==> config.mk <==
export PLATFORM = sky130hd
export DESIGN_NAME = boneless_retire_monitor
export DESIGN_NICKNAME = d
export VERILOG_FILES = /design/src/rtl/boneless_pkg.sv /design/src/rtl/boneless_pc_history.sv /design/src/rtl/boneless_retire_monitor.sv
export SDC_FILE = /design/constraint.sdc
export NUM_CORES = 1
export LEC_CHECK = 0
export ABC_AREA = 1
export CORE_AREA = 3 3 180 182
export DETAILED_ROUTE_END_ITERATION = 8
export DIE_AREA = 0 0 183 185
export PLACE_DENSITY_LB_ADDON = 0.08
export SETUP_SLACK_MARGIN = 0.02
export SLEW_MARGIN = 30
export SYNTH_ARGS = -nofsm -noshare
export SYNTH_HDL_FRONTEND = slang
export SYNTH_SLANG_ARGS = --single-unit
==> constraint.sdc <==
create_clock -name clk -period 3.9 [get_ports clk]
set_input_delay 0.585 -clock clk [delete_from_list [all_inputs] [get_ports clk]]
set_output_delay 0.585 -clock clk [all_outputs]
set_load 0.03 [all_outputs]
==> src/rtl/boneless_pkg.sv <==
// Shared opcode decode constants, error codes and branch-condition helper
// for the Boneless retirement monitor.
package boneless_pkg;

  localparam logic [4:0] OPCODE_CMP      = 5'b00001;
  localparam logic [4:0] OPCODE_ALU_LAST = 5'b00011;
  localparam logic [4:0] OPCODE_LD       = 5'b00100;
  localparam logic [4:0] OPCODE_ST       = 5'b00101;
  localparam logic [4:0] OPCODE_LDX      = 5'b00110;
  localparam logic [4:0] OPCODE_STX      = 5'b00111;
  localparam logic [4:0] OPCODE_ADDI     = 5'b01011;
  localparam logic [4:0] OPCODE_JAL      = 5'b01110;
  localparam logic [4:0] OPCODE_JR       = 5'b01111;

  localparam logic       OPCLASS_C       = 1'b1;

  localparam logic [2:0] COND_F_FALSE    = 3'b000;
  localparam logic [2:0] COND_F_Z        = 3'b001;
  localparam logic [2:0] COND_F_S        = 3'b010;
  localparam logic [2:0] COND_F_C        = 3'b011;
  localparam logic [2:0] COND_F_V        = 3'b100;
  localparam logic [2:0] COND_F_ULE      = 3'b101;
  localparam logic [2:0] COND_F_SLT      = 3'b110;
  localparam logic [2:0] COND_F_SLE      = 3'b111;

  typedef enum logic [2:0] {
    ERR_NONE    = 3'd0,
    ERR_PC      = 3'd1,
    ERR_WDT     = 3'd2,
    ERR_EXT_OP  = 3'd3,
    ERR_EXT_DUP = 3'd4,
    ERR_FLAGS   = 3'd5,
    ERR_WEN     = 3'd6
  } err_code_e;

  // cond_bits is insn[14:11]: condition select plus the expected polarity bit.
  function automatic logic boneless_cond_taken(input logic [3:0] cond_bits,
                                               input logic [3:0] flags);
    logic v, c, s, z, cond;
    {v, c, s, z} = flags;
    cond = 1'b0;
    case (cond_bits[3:1])
      COND_F_Z:   cond = z;
      COND_F_S:   cond = s;
      COND_F_C:   cond = c;
      COND_F_V:   cond = v;
      COND_F_ULE: cond = !c | z;
      COND_F_SLT: cond = s ^ v;
      COND_F_SLE: cond = (s ^ v) | z;
      default:    cond = 1'b0;
    endcase
    return cond_bits[0] == cond;
  endfunction

endpackage

==> src/rtl/boneless_pc_history.sv <==
// Ring buffer of recently retired PCs; index 0 reads the newest entry.
module boneless_pc_history #(
  parameter int unsigned DATA_W     = 16,
  parameter int unsigned HIST_DEPTH = 8
) (
  input  logic                          clk,
  input  logic                          rst,
  input  logic                          wr_en,
  input  logic [DATA_W-1:0]             wr_pc,
  input  logic [$clog2(HIST_DEPTH)-1:0] rd_idx,
  output logic [DATA_W-1:0]             rd_pc,
  output logic                          valid
);

  localparam int unsigned IDX_W = $clog2(HIST_DEPTH);

  logic [DATA_W-1:0] mem [HIST_DEPTH];
  logic [IDX_W-1:0]  wr_ptr;
  logic [IDX_W:0]    fill;
  logic [IDX_W-1:0]  rd_addr;

  // fill saturates at HIST_DEPTH so valid stays meaningful after wrap.
  always_ff @(posedge clk) begin
    if (!rst) begin
      mem    <= '{default: '0};
      wr_ptr <= '0;
      fill   <= '0;
    end else if (wr_en) begin
      mem[wr_ptr] <= wr_pc;
      wr_ptr      <= wr_ptr + IDX_W'(1);
      if (fill != (IDX_W+1)'(HIST_DEPTH))
        fill <= fill + (IDX_W+1)'(1);
    end
  end

  assign rd_addr = wr_ptr - IDX_W'(1) - rd_idx;
  assign rd_pc   = mem[rd_addr];
  assign valid   = {1'b0, rd_idx} < fill;

endmodule

==> src/rtl/boneless_retire_monitor.sv <==
// Run-time checker on the Boneless retirement port: control flow, cycle budget,
// ext-bus rules, flag preservation and write-enable legality, with sticky error.
module boneless_retire_monitor
  import boneless_pkg::*;
#(
  parameter int unsigned DATA_W     = 16,
  parameter int unsigned HIST_DEPTH = 8,
  parameter int unsigned MAX_CYCLES = 8,
  parameter int unsigned RET_W      = 32
) (
  input  logic                          clk,
  input  logic                          rst,
  input  logic                          fi_stb,
  input  logic [DATA_W-1:0]             fi_pc,
  input  logic [15:0]                   fi_insn,
  input  logic [3:0]                    fi_flags,
  input  logic                          fi_mem_w_en,
  input  logic                          fi_ext_r_en,
  input  logic                          fi_ext_w_en,
  output logic                          err,
  output logic [2:0]                    err_code,
  output logic [DATA_W-1:0]             err_pc,
  output logic [RET_W-1:0]              retired,
  input  logic [$clog2(HIST_DEPTH)-1:0] hist_rd_idx,
  output logic [DATA_W-1:0]             hist_rd_pc,
  output logic                          hist_valid
);

  localparam int unsigned WDT_W = $clog2(MAX_CYCLES + 1);

  localparam logic [1:0] ST_IDLE = 2'd0;
  localparam logic [1:0] ST_RUN  = 2'd1;
  localparam logic [1:0] ST_HALT = 2'd2;

  logic [1:0]        state, state_nx;
  logic [DATA_W-1:0] pred_pc, pred_pc_nx, last_pc;
  logic              pred_valid, pred_valid_nx;
  logic [3:0]        prev_flags;
  logic              pend_r, pend_w;
  logic [WDT_W-1:0]  wdt_cnt, wdt_cnt_nx;
  err_code_e         err_sel;

  logic [4:0]        opcode;
  logic [DATA_W-1:0] pc_inc, imm8, imm11;
  logic              ext_rd, ext_wr, flag_setting, is_cmp;
  logic              bad_pc, bad_wdt, bad_ext_op, bad_ext_dup, bad_flags, bad_wen;

  assign opcode       = fi_insn[15:11];
  assign pc_inc       = fi_pc + DATA_W'(1);
  assign imm8         = {{(DATA_W-8){fi_insn[7]}}, fi_insn[7:0]};
  assign imm11        = {{(DATA_W-11){fi_insn[10]}}, fi_insn[10:0]};
  assign ext_rd       = fi_ext_r_en | pend_r;
  assign ext_wr       = fi_ext_w_en | pend_w;
  assign flag_setting = (opcode <= OPCODE_ALU_LAST) || (opcode == OPCODE_ADDI);
  assign is_cmp       = (opcode == OPCODE_CMP) && (fi_insn[1:0] == 2'b10);

  // Individual violation detectors; JR clears pred_valid so the next PC is unchecked.
  assign bad_pc      = fi_stb && (state == ST_RUN) && pred_valid && (fi_pc != pred_pc);
  assign bad_wdt     = !fi_stb && (wdt_cnt == WDT_W'(MAX_CYCLES - 1));
  assign bad_ext_op  = fi_stb && ((ext_rd && (opcode != OPCODE_LDX)) ||
                                  (ext_wr && (opcode != OPCODE_STX)) ||
                                  ((opcode == OPCODE_LDX) && !ext_rd) ||
                                  ((opcode == OPCODE_STX) && !ext_wr));
  assign bad_ext_dup = (fi_ext_r_en && fi_ext_w_en) ||
                       ((fi_ext_r_en || fi_ext_w_en) && (pend_r || pend_w));
  assign bad_flags   = fi_stb && (state != ST_IDLE) && !flag_setting && (fi_flags != prev_flags);
  assign bad_wen     = fi_stb && fi_mem_w_en &&
                       (is_cmp || (opcode == OPCODE_STX) || (opcode == OPCODE_JR) ||
                        (fi_insn[15] == OPCLASS_C));

  always_comb begin
    state_nx      = state;
    err_sel       = ERR_NONE;
    pred_pc_nx    = pred_pc;
    pred_valid_nx = pred_valid;
    wdt_cnt_nx    = wdt_cnt;

    if (bad_pc)           err_sel = ERR_PC;
    else if (bad_wdt)     err_sel = ERR_WDT;
    else if (bad_ext_op)  err_sel = ERR_EXT_OP;
    else if (bad_ext_dup) err_sel = ERR_EXT_DUP;
    else if (bad_flags)   err_sel = ERR_FLAGS;
    else if (bad_wen)     err_sel = ERR_WEN;

    if (fi_stb) begin
      pred_valid_nx = 1'b1;
      if (opcode == OPCODE_JAL)
        pred_pc_nx = pc_inc + imm8;
      else if (opcode == OPCODE_JR)
        pred_valid_nx = 1'b0;
      else if ((fi_insn[15] == OPCLASS_C) && boneless_cond_taken(fi_insn[14:11], fi_flags))
        pred_pc_nx = pc_inc + imm11;
      else
        pred_pc_nx = pc_inc;
    end

    if (fi_stb)
      wdt_cnt_nx = '0;
    else if (wdt_cnt != WDT_W'(MAX_CYCLES))
      wdt_cnt_nx = wdt_cnt + WDT_W'(1);

    case (state)
      ST_IDLE: begin
        if (err_sel != ERR_NONE) state_nx = ST_HALT;
        else if (fi_stb)         state_nx = ST_RUN;
      end
      ST_RUN:  if (err_sel != ERR_NONE) state_nx = ST_HALT;
      ST_HALT: state_nx = ST_HALT;
      default: state_nx = ST_IDLE;
    endcase
  end

  always_ff @(posedge clk) begin
    if (!rst) state <= ST_IDLE;
    else      state <= state_nx;
  end

  always_ff @(posedge clk) begin
    if (!rst) begin
      err        <= 1'b0;
      err_code   <= '0;
      err_pc     <= '0;
      retired    <= '0;
      pred_pc    <= '0;
      pred_valid <= 1'b0;
      prev_flags <= '0;
      last_pc    <= '0;
      pend_r     <= 1'b0;
      pend_w     <= 1'b0;
      wdt_cnt    <= '0;
    end else begin
      if ((state != ST_HALT) && (err_sel != ERR_NONE)) begin
        err      <= 1'b1;
        err_code <= 3'(err_sel);
        err_pc   <= fi_stb ? fi_pc : last_pc;
      end
      if (fi_stb) begin
        retired    <= retired + RET_W'(1);
        prev_flags <= fi_flags;
        last_pc    <= fi_pc;
      end
      pred_pc    <= pred_pc_nx;
      pred_valid <= pred_valid_nx;
      wdt_cnt    <= wdt_cnt_nx;
      pend_r     <= fi_stb ? 1'b0 : (pend_r | fi_ext_r_en);
      pend_w     <= fi_stb ? 1'b0 : (pend_w | fi_ext_w_en);
    end
  end

  boneless_pc_history #(
    .DATA_W    (DATA_W),
    .HIST_DEPTH(HIST_DEPTH)
  ) u_hist (
    .clk   (clk),
    .rst   (rst),
    .wr_en (fi_stb),
    .wr_pc (fi_pc),
    .rd_idx(hist_rd_idx),
    .rd_pc (hist_rd_pc),
    .valid (hist_valid)
  );

endmodule

==> results by group, run 1 <==
Run status
  – Status: completed

Die
  – Die area: 33860 um2
  – Rows: 64
  – Chip width: 183 um
  – Die Ht: 185 um
  – Core Box Area: 30750 um2
  – Boundary Pins: 114
  – Initial Util: 39.89%

Detailed routing
  – DRT iter0 DRCs: 710
  – Via count: 11795
  – DR DRC count: 0
  – Vias per Instance: 5.194
  – Antenna viol nets, final: 0
  – Drt total wl: 36630 um
  – DRT Pass-1 Iters: 5
  – Drt wl/cell: 16.13 um

Power and ir drop
  – Lkg Pwr: 6.203 nW
  – Total Power: 0.006652 W
  – VDD IR max: 0.0003432 V
  – Pwr Density: 447.8 nW/um2

CTS
  – Clock sinks: 232
  – Clock Root Buffer: clkbuf_16
  – Clock-pin slew on the worst setup and hold paths: 0.06 ns
  – H-tree Lvls: 1
  – Clock Latency Late Sink: 0.53 ns
  – CTS tree: built
  – Hold_buf cts: 0
  – Setup Buffers After CTS: 0
  – Post_cts resized: 0
  – CTS Buffer Depth: 3
  – CTS buffer count: 27

Placement
  – Port Buffers: 113
  – Dpl hpwl: 25090 um
  – Placed cell areas: 13960 um2
  – Placer Congestion: 0.8913

Timing
  – Final setup viols: 0
  – Post-route setup TNS: 0 ns
  – Tcrit/Tclk final: 93.87%
  – Final min period: 3.661 ns
  – Unrepaired setup endpoints after global routing: false
  – Slew @ Worst Pin: 0.9265 ns
  – Clock skew: 0.01436 ns
  – Slew HR: 37.67%
  – Final Max Tran Viols: 0
  – Fmax: 0.2731 GHz
  – Final Hold Fails: 0

Logic synthesis
  – Register bit total from synthesis: 232
  – Post-Syn Nets: 1866
  – Synth async-reset ratio: 0%
  – Synth warn: 0
  – Syn Area/Cell: 6.880 um2
  – Post-synthesis sequential area ratio: 37.86%
  – Cells after Synth: 1783
  – Top_reg_cell synth: dfxtp_1
  – Post-synth EDFFs: 0
  – Netlist cell types: 48
  – Syn Std Cell Area: 12270 um2

Global route
  – Grt total ovfl: 0
  – Vias in the first global route: 11254
  – Global-route wire length before repair: 59400 um
  – Gr usage total: 21.62%
  – Pin count of the biggest net entering global routing: 185
  – Antenna violations before repair: 1

Critical path
  – Setup crit end: hist_rd_pc[9]
  – Critical Path Sink Type: output pin
  – R2r setup slk: 1.71 ns
  – CP arrival: 3.08 ns
  – CP required: 3.31 ns
  – Worst r2r path cells: 12
  – Reg2reg start: retired[0]
  – WS Path Type: input pin to output pin
  – Worst Setup SP: hist_rd_idx[0]
  – CP max FO: 48
  – Startpoint types: input pin
  – R2r endpoint: retired[24]

Job
  – # Max-Cap Violations: 0

Cells and area
  – Fillers: 3166
  – Share of cells above drive strength 1: 8.480%
  – N_diodes: 0
  – Area grow syn2layout: 21.10%
  – Final net count: 1943
  – Design area: 14860 um2

Worst hold path
  – Hold path depth: 2
  – Tightest Hold Check Type: register to register
[cell families after synthesis]
family / count (synthesis) / share of synthesized area, %
adders and majority gates: 38 / 3.998
and+or+nand+nor: 637 / 22.41
xor gates and xnor gates: 25 / 1.785
AOI/OAI and AO/OA: 541 / 23.02
DFF: 232 / 37.86
buffers and inverters: 294 / 9.619
muxes: 16 / 1.306
[cell usage after synthesis, types with 2 or more instances]
master	instances	area share, %
dfxtp_1	232	38
nor4_1	3	0.15
fa_1	2	0.33
o211ai_1	17	1.0
nor2_2	17	0.87
a31oi_1	22	1.1
xor2_1	17	1.2
nor3b_1	2	0.12
nand3_1	75	3.1
a21boi_0	2	0.12
buf_2	2	0.082
nor3_2	2	0.16
nand4_1	16	0.82
nand2_1	310	9.5
o21ai_0	245	10
buf_6	3	0.28
buf_1	4	0.12
o21bai_1	2	0.12
nor2_4	2	0.18
nor2_1	161	4.9
nand3_2	5	0.41
a211oi_1	3	0.18
buf_4	5	0.31
mux2i_1	16	1.3
nand2_2	19	0.97
a21o_1	2	0.12
ha_1	36	3.7
nor3_1	16	0.65
inv_2	5	0.15
nand2_4	2	0.18
o21a_1	4	0.24
nand3b_1	4	0.24
xnor2_1	8	0.57
a21oi_1	239	9.8
inv_1	185	5.7
clkbuf_1	86	2.6
[how the worst min path moves through the flow]
stage / endpoint / startpoint / slack (ns)
3_5_place_dp: err_code[2] / err_code[2] / 0.46
3_3_place_gp: pred_valid / pred_valid / 0.45
5_1_grt: err_code[1] / err_code[1] / 0.49
4_1_cts: err_code[2] / err_code[2] / 0.47
2_1_floorplan: pred_valid / pred_valid / 0.43
6_report: err_code[2] / err_code[2] / 0.46
[routing by layer]
layer  routed length, um  global-route usage (%)  vias up
met5                  13                       0        -
met1               17290                   29.80     5437
met2               16560                   35.17      234
li1                    -                       -     6060
met4                 960                   5.576        2
met3                1809                   3.888       62
[per-stage QoR]
step                      cells  hold WS [ns]  utilization, %  setup WS [ns]
after detailed placement   2227        0.4565           45.40        0.06025
after floorplan            1783        0.4281               -         0.7324
after global placement     2227        0.4483           45.40         0.1194
final                      2271        0.4650           48.31         0.2390
after CTS                  2271        0.4668           48.29         0.1222
after global routing       2271        0.4890           48.31        0.04221
[critical path, stage by stage]
cell and delay [ns]:
clkdlybuf4s50_1 0.47, inv_1 0.09, ha_4 0.16, inv_1 0.07
fa_2 0.46, buf_12 0.21, a21oi_1 0.14, o21ai_0 0.18
o21ai_0 0.14, buf_4 0.14, nor2_1 0.04, a31oi_2 0.23
buf_12 0.16
[report_power, final]
group	leakage, nW	switching, W	internal, W	total (W)
sequential	1.89	0.0000656	0.00249	0.00256
combinational	3.87	0.000949	0.000598	0.00155
clock	0.436	0.000980	0.00157	0.00255
total	6.20	0.00199	0.00466	0.00665
[state kept, by name, indices dropped and copies added, names as in the netlist, 2 cells and up]
signal / count
last_pc: 16
u_hist.fill: 4
retired: 32
state: 2
pred_pc: 16
u_hist.mem: 128
u_hist.wr_ptr: 3
wdt_cnt: 4
prev_flags: 4
err_pc: 16
err_code: 3
[area by class of cell]
| cell class | count | area, um2 | share of cell area, % |
|---|---|---|---|
| Clock buffer | 38 | 777.0 | 5.230 |
| Clock inverter | 6 | 112.6 | 0.7580 |
| Inverter | 192 | 725.7 | 4.885 |
| Multi-Input combinational cell | 1257 | 6489 | 43.68 |
| Sequential cell | 232 | 4644 | 31.26 |
| Tap cell | 396 | 495.5 | 3.335 |
| Timing Repair Buffer | 150 | 1612 | 10.85 |
[layout by cell type, fill, tap and decap left out, types with 2 or more instances in the layout]
cell type        Yosys  layout
o211ai_1            17      17
mux2i_1             16      16
a31oi_1             22      21
nand2_1            310     310
a21boi_0             2       2
nand4_1             16      16
nor3_2               2       2
inv_1              185     185
xnor2_1              8       8
dfxtp_1            232     232
clkbuf_8             0       6
o21ai_0            245     245
o21bai_1             2       2
xor2_1              17      16
clkbuf_16            0      27
nand3b_1             4       4
clkinv_4             0       2
ha_1                36      35
nor2_2              17      24
nand2_2             19      19
a211oi_1             3       3
buf_12               1      20
nand3_1             75      75
nor2_1             161     154
nor3_1              16      16
a21oi_1            239     239
nor3b_1              2       2
clkdlybuf4s50_1      0      95
nor4_1               3       3
nand2_4              2       2
a21o_1               2       2
o21a_1               4       4
inv_2                5       5
bufinv_16            0       3
clkbuf_1            86       5
nor2_4               2       2
buf_4                5      34
nand3_2              5       5
Note: power is estimated with default switching activity, not from simulation.
==> inputs of run 2 (changes only) <==
CORE_AREA = 3 3 184 186   (was 3 3 180 182)
DIE_AREA = 0 0 187 189   (was 0 0 183 185)
SYNTH_HIERARCHICAL = 1   (was default)
==> results by group, run 2 <==
Cells and area
  – Area grow syn2layout: 21.47%
  – N_diodes: 0
  – Leading cell type in the layout, fill and taps excluded: nand2_1
  – Biggest register: u_hist/mem
  – Util after Layout: 47.97%
  – Design area: 15570 um2
  – Most frequent cells in the layout: nand2_1 (473), nor2_1 (408), dfxtp_1 (232), o21ai_0 (173), inv_1 (146)
  – Final net count: 2173
  – Largest register FFs: 128
  – Biggest registers after layout: u_hist/mem x128, retired x32
  – Share of cells above drive strength 1: 9.569%

Die
  – Die area: 35340 um2
  – Core Box Area: 32450 um2
  – Boundary Pins: 114
  – Chip width: 187 um
  – Die Ht: 189 um
  – Rows: 66
  – Initial Util: 39.49%

Placement
  – Dpl hpwl: 28840 um
  – Port Buffers: 113
  – Placed cell areas: 14680 um2
  – Post-place setup slack: -0.1421 ns
  – Placer Congestion: 0.9069

CTS
  – Hold_buf cts: 0
  – Clock Latency Late Sink: 0.55 ns
  – CTS buffer count: 27
  – H-tree Lvls: 1
  – Clock sinks: 232
  – CTS Buffer Depth: 3
  – CTS tree: built
  – Clock-pin slew on the worst setup and hold paths: 0.06 ns
  – Setup Buffers After CTS: 0
  – Clock Root Buffer: clkbuf_16

Detailed routing
  – Via count: 12653
  – DRT Pass-1 Iters: 5
  – Antenna viol nets, final: 0
  – DR DRC count: 0
  – Drt wl/cell: 15.95 um
  – Vias per Instance: 4.956
  – DRT iter0 DRCs: 915
  – Drt total wl: 40720 um

Global route
  – Global-route wire length before repair: 64210 um
  – Pin count of the biggest net entering global routing: 141
  – Antenna violations before repair: 0
  – Gr usage total: 22.33%
  – Grt total ovfl: 0
  – Vias in the first global route: 11604

Logic synthesis
  – Post-synth EDFFs: 0
  – Netlist cell types: 51
  – Cells after Synth: 1949
  – Synth async-reset ratio: 0%
  – Syn Std Cell Area: 12820 um2
  – Register bit total from synthesis: 232
  – Top_reg_cell synth: dfxtp_1
  – Synth warn: 6
  – Syn Area/Cell: 6.576 um2
  – Synth top area cells: dfxtp_1 (36%), nand2_1 (14%), nor2_1 (12%), o21ai_0 (6.8%), inv_1 (4.3%)
  – Post-synthesis sequential area ratio: 36.24%
  – Dominant cell by count in the synthesized netlist: nand2_1
  – Synth cell count leaders: nand2_1 (473), nor2_1 (408), dfxtp_1 (232)
  – Post-Syn Nets: 2032
  – Yosys top cell area share: 36.24%
  – Area leader, netlist: dfxtp_1

Critical path
  – CP arrival: 3.17 ns
  – Worst r2r path cells: 12
  – CP max FO: 16
  – WS Path Type: input pin to output pin
  – Critical Path Sink Type: output pin
  – CP required: 3.31 ns
  – Reg2reg start: retired[0]
  – R2r endpoint: retired[28]
  – Startpoint types: input pin
  – R2r setup slk: 1.66 ns

Power and ir drop
  – Pwr Density: 422.5 nW/um2
  – VDD IR max: 0.0003095 V
  – Lkg Pwr: 7.040 nW

Timing
  – Fmax: 0.2663 GHz
  – Slew HR: 41.49%
  – Fin worst setup slack: 0.1451 ns
  – Final Hold Fails: 0
  – Final setup viols: 0
  – Final min period: 3.755 ns
  – Tcrit/Tclk final: 96.28%
  – Clock skew: 0.01182 ns
  – Unrepaired setup endpoints after global routing: false
  – Final Max Tran Viols: 0
  – Slew @ Worst Pin: 0.8764 ns
  – Hold WS: 0.4521 ns

Job
  – # Max-Cap Violations: 0

Run status
  – Status: completed

Worst hold path
  – HP Start: u_hist/mem[109]
  – Hold path depth: 2
  – Worst Hold Path EP: u_hist/mem[109]
  – Tightest Hold Check Type: register to register
==> run 2: kinds of logic after synthesis <==
family          synth area share (%)
flops                          36.24
simple gates                   34.27
fa+ha+maj                      3.827
compound gates                 14.13
mux                           0.1562
xor+xnor                       2.802
buf+inv                        8.581
==> run 2: area by class of cell <==
cell class,instances,area [um2]
Fill cell,3329,16880
Tap cell,442,553.0
Sequential cell,232,4644
Multi-Input combinational cell,1475,7076
Clock buffer,41,798.3
Timing Repair Buffer,188,1767
Clock inverter,9,85.08
Inverter,166,645.6
==> run 2: through the flow <==
| step | setup TNS (ns) | power (W) | instances |
|---|---|---|---|
| 2_1_floorplan | 0 | 0.003546 | 1949 |
| 3_3_place_gp | -0.2461 | 0.004120 | 2503 |
| 3_5_place_dp | -0.1939 | 0.004123 | 2503 |
| 4_1_cts | 0 | 0.006651 | 2553 |
| 5_1_grt | 0 | 0.006909 | 2553 |
| 6_report | 0 | 0.006578 | 2553 |
==> run 2: how the worst max path moves through the flow <==
stage                         startpoint        endpoint  slack [ns]  cells past startpoint
after CTS                 hist_rd_idx[0]   hist_rd_pc[7]        0.12                     11
after detailed placement        fi_pc[1]     pred_pc[10]       -0.14                     21
after floorplan                 fi_pc[0]     pred_pc[14]        1.06                     19
final                     hist_rd_idx[0]  hist_rd_pc[10]        0.15                     11
after global routing      hist_rd_idx[0]  hist_rd_pc[10]        0.03                     13
after global placement          fi_pc[1]     pred_pc[10]       -0.16                     21
==> run 2: critical path: stages <==
cell and delay, ns:
clkdlybuf4s50_1 0.47, inv_1 0.05, ha_2 0.17, fa_1 0.51
inv_1 0.13, buf_12 0.15, o21ai_0 0.08, o21ai_0 0.16
nand2_1 0.07, nand2_1 0.10, clkdlybuf4s50_1 0.70
==> run 2: metal layers <==
layer	track usage [%]	up-vias	part of all wire (%)
li1	-	6497	-
met2	36.68	311	45
met1	31.73	5794	49
met5	0	-	0
met4	4.769	0	1.8
met3	2.592	51	4.4
==> run 2: what timing repair did <==
action	CTS	global route
endpoints found under the setup margin	0	2
resized for setup	0	2
endpoints found under the hold margin	0	0
==> run 2: where the power goes <==
group,internal (W),switching [W]
combinational,0.000545,0.000952
clock,0.00148,0.00102
sequential,0.00250,0.0000826
total,0.00452,0.00206
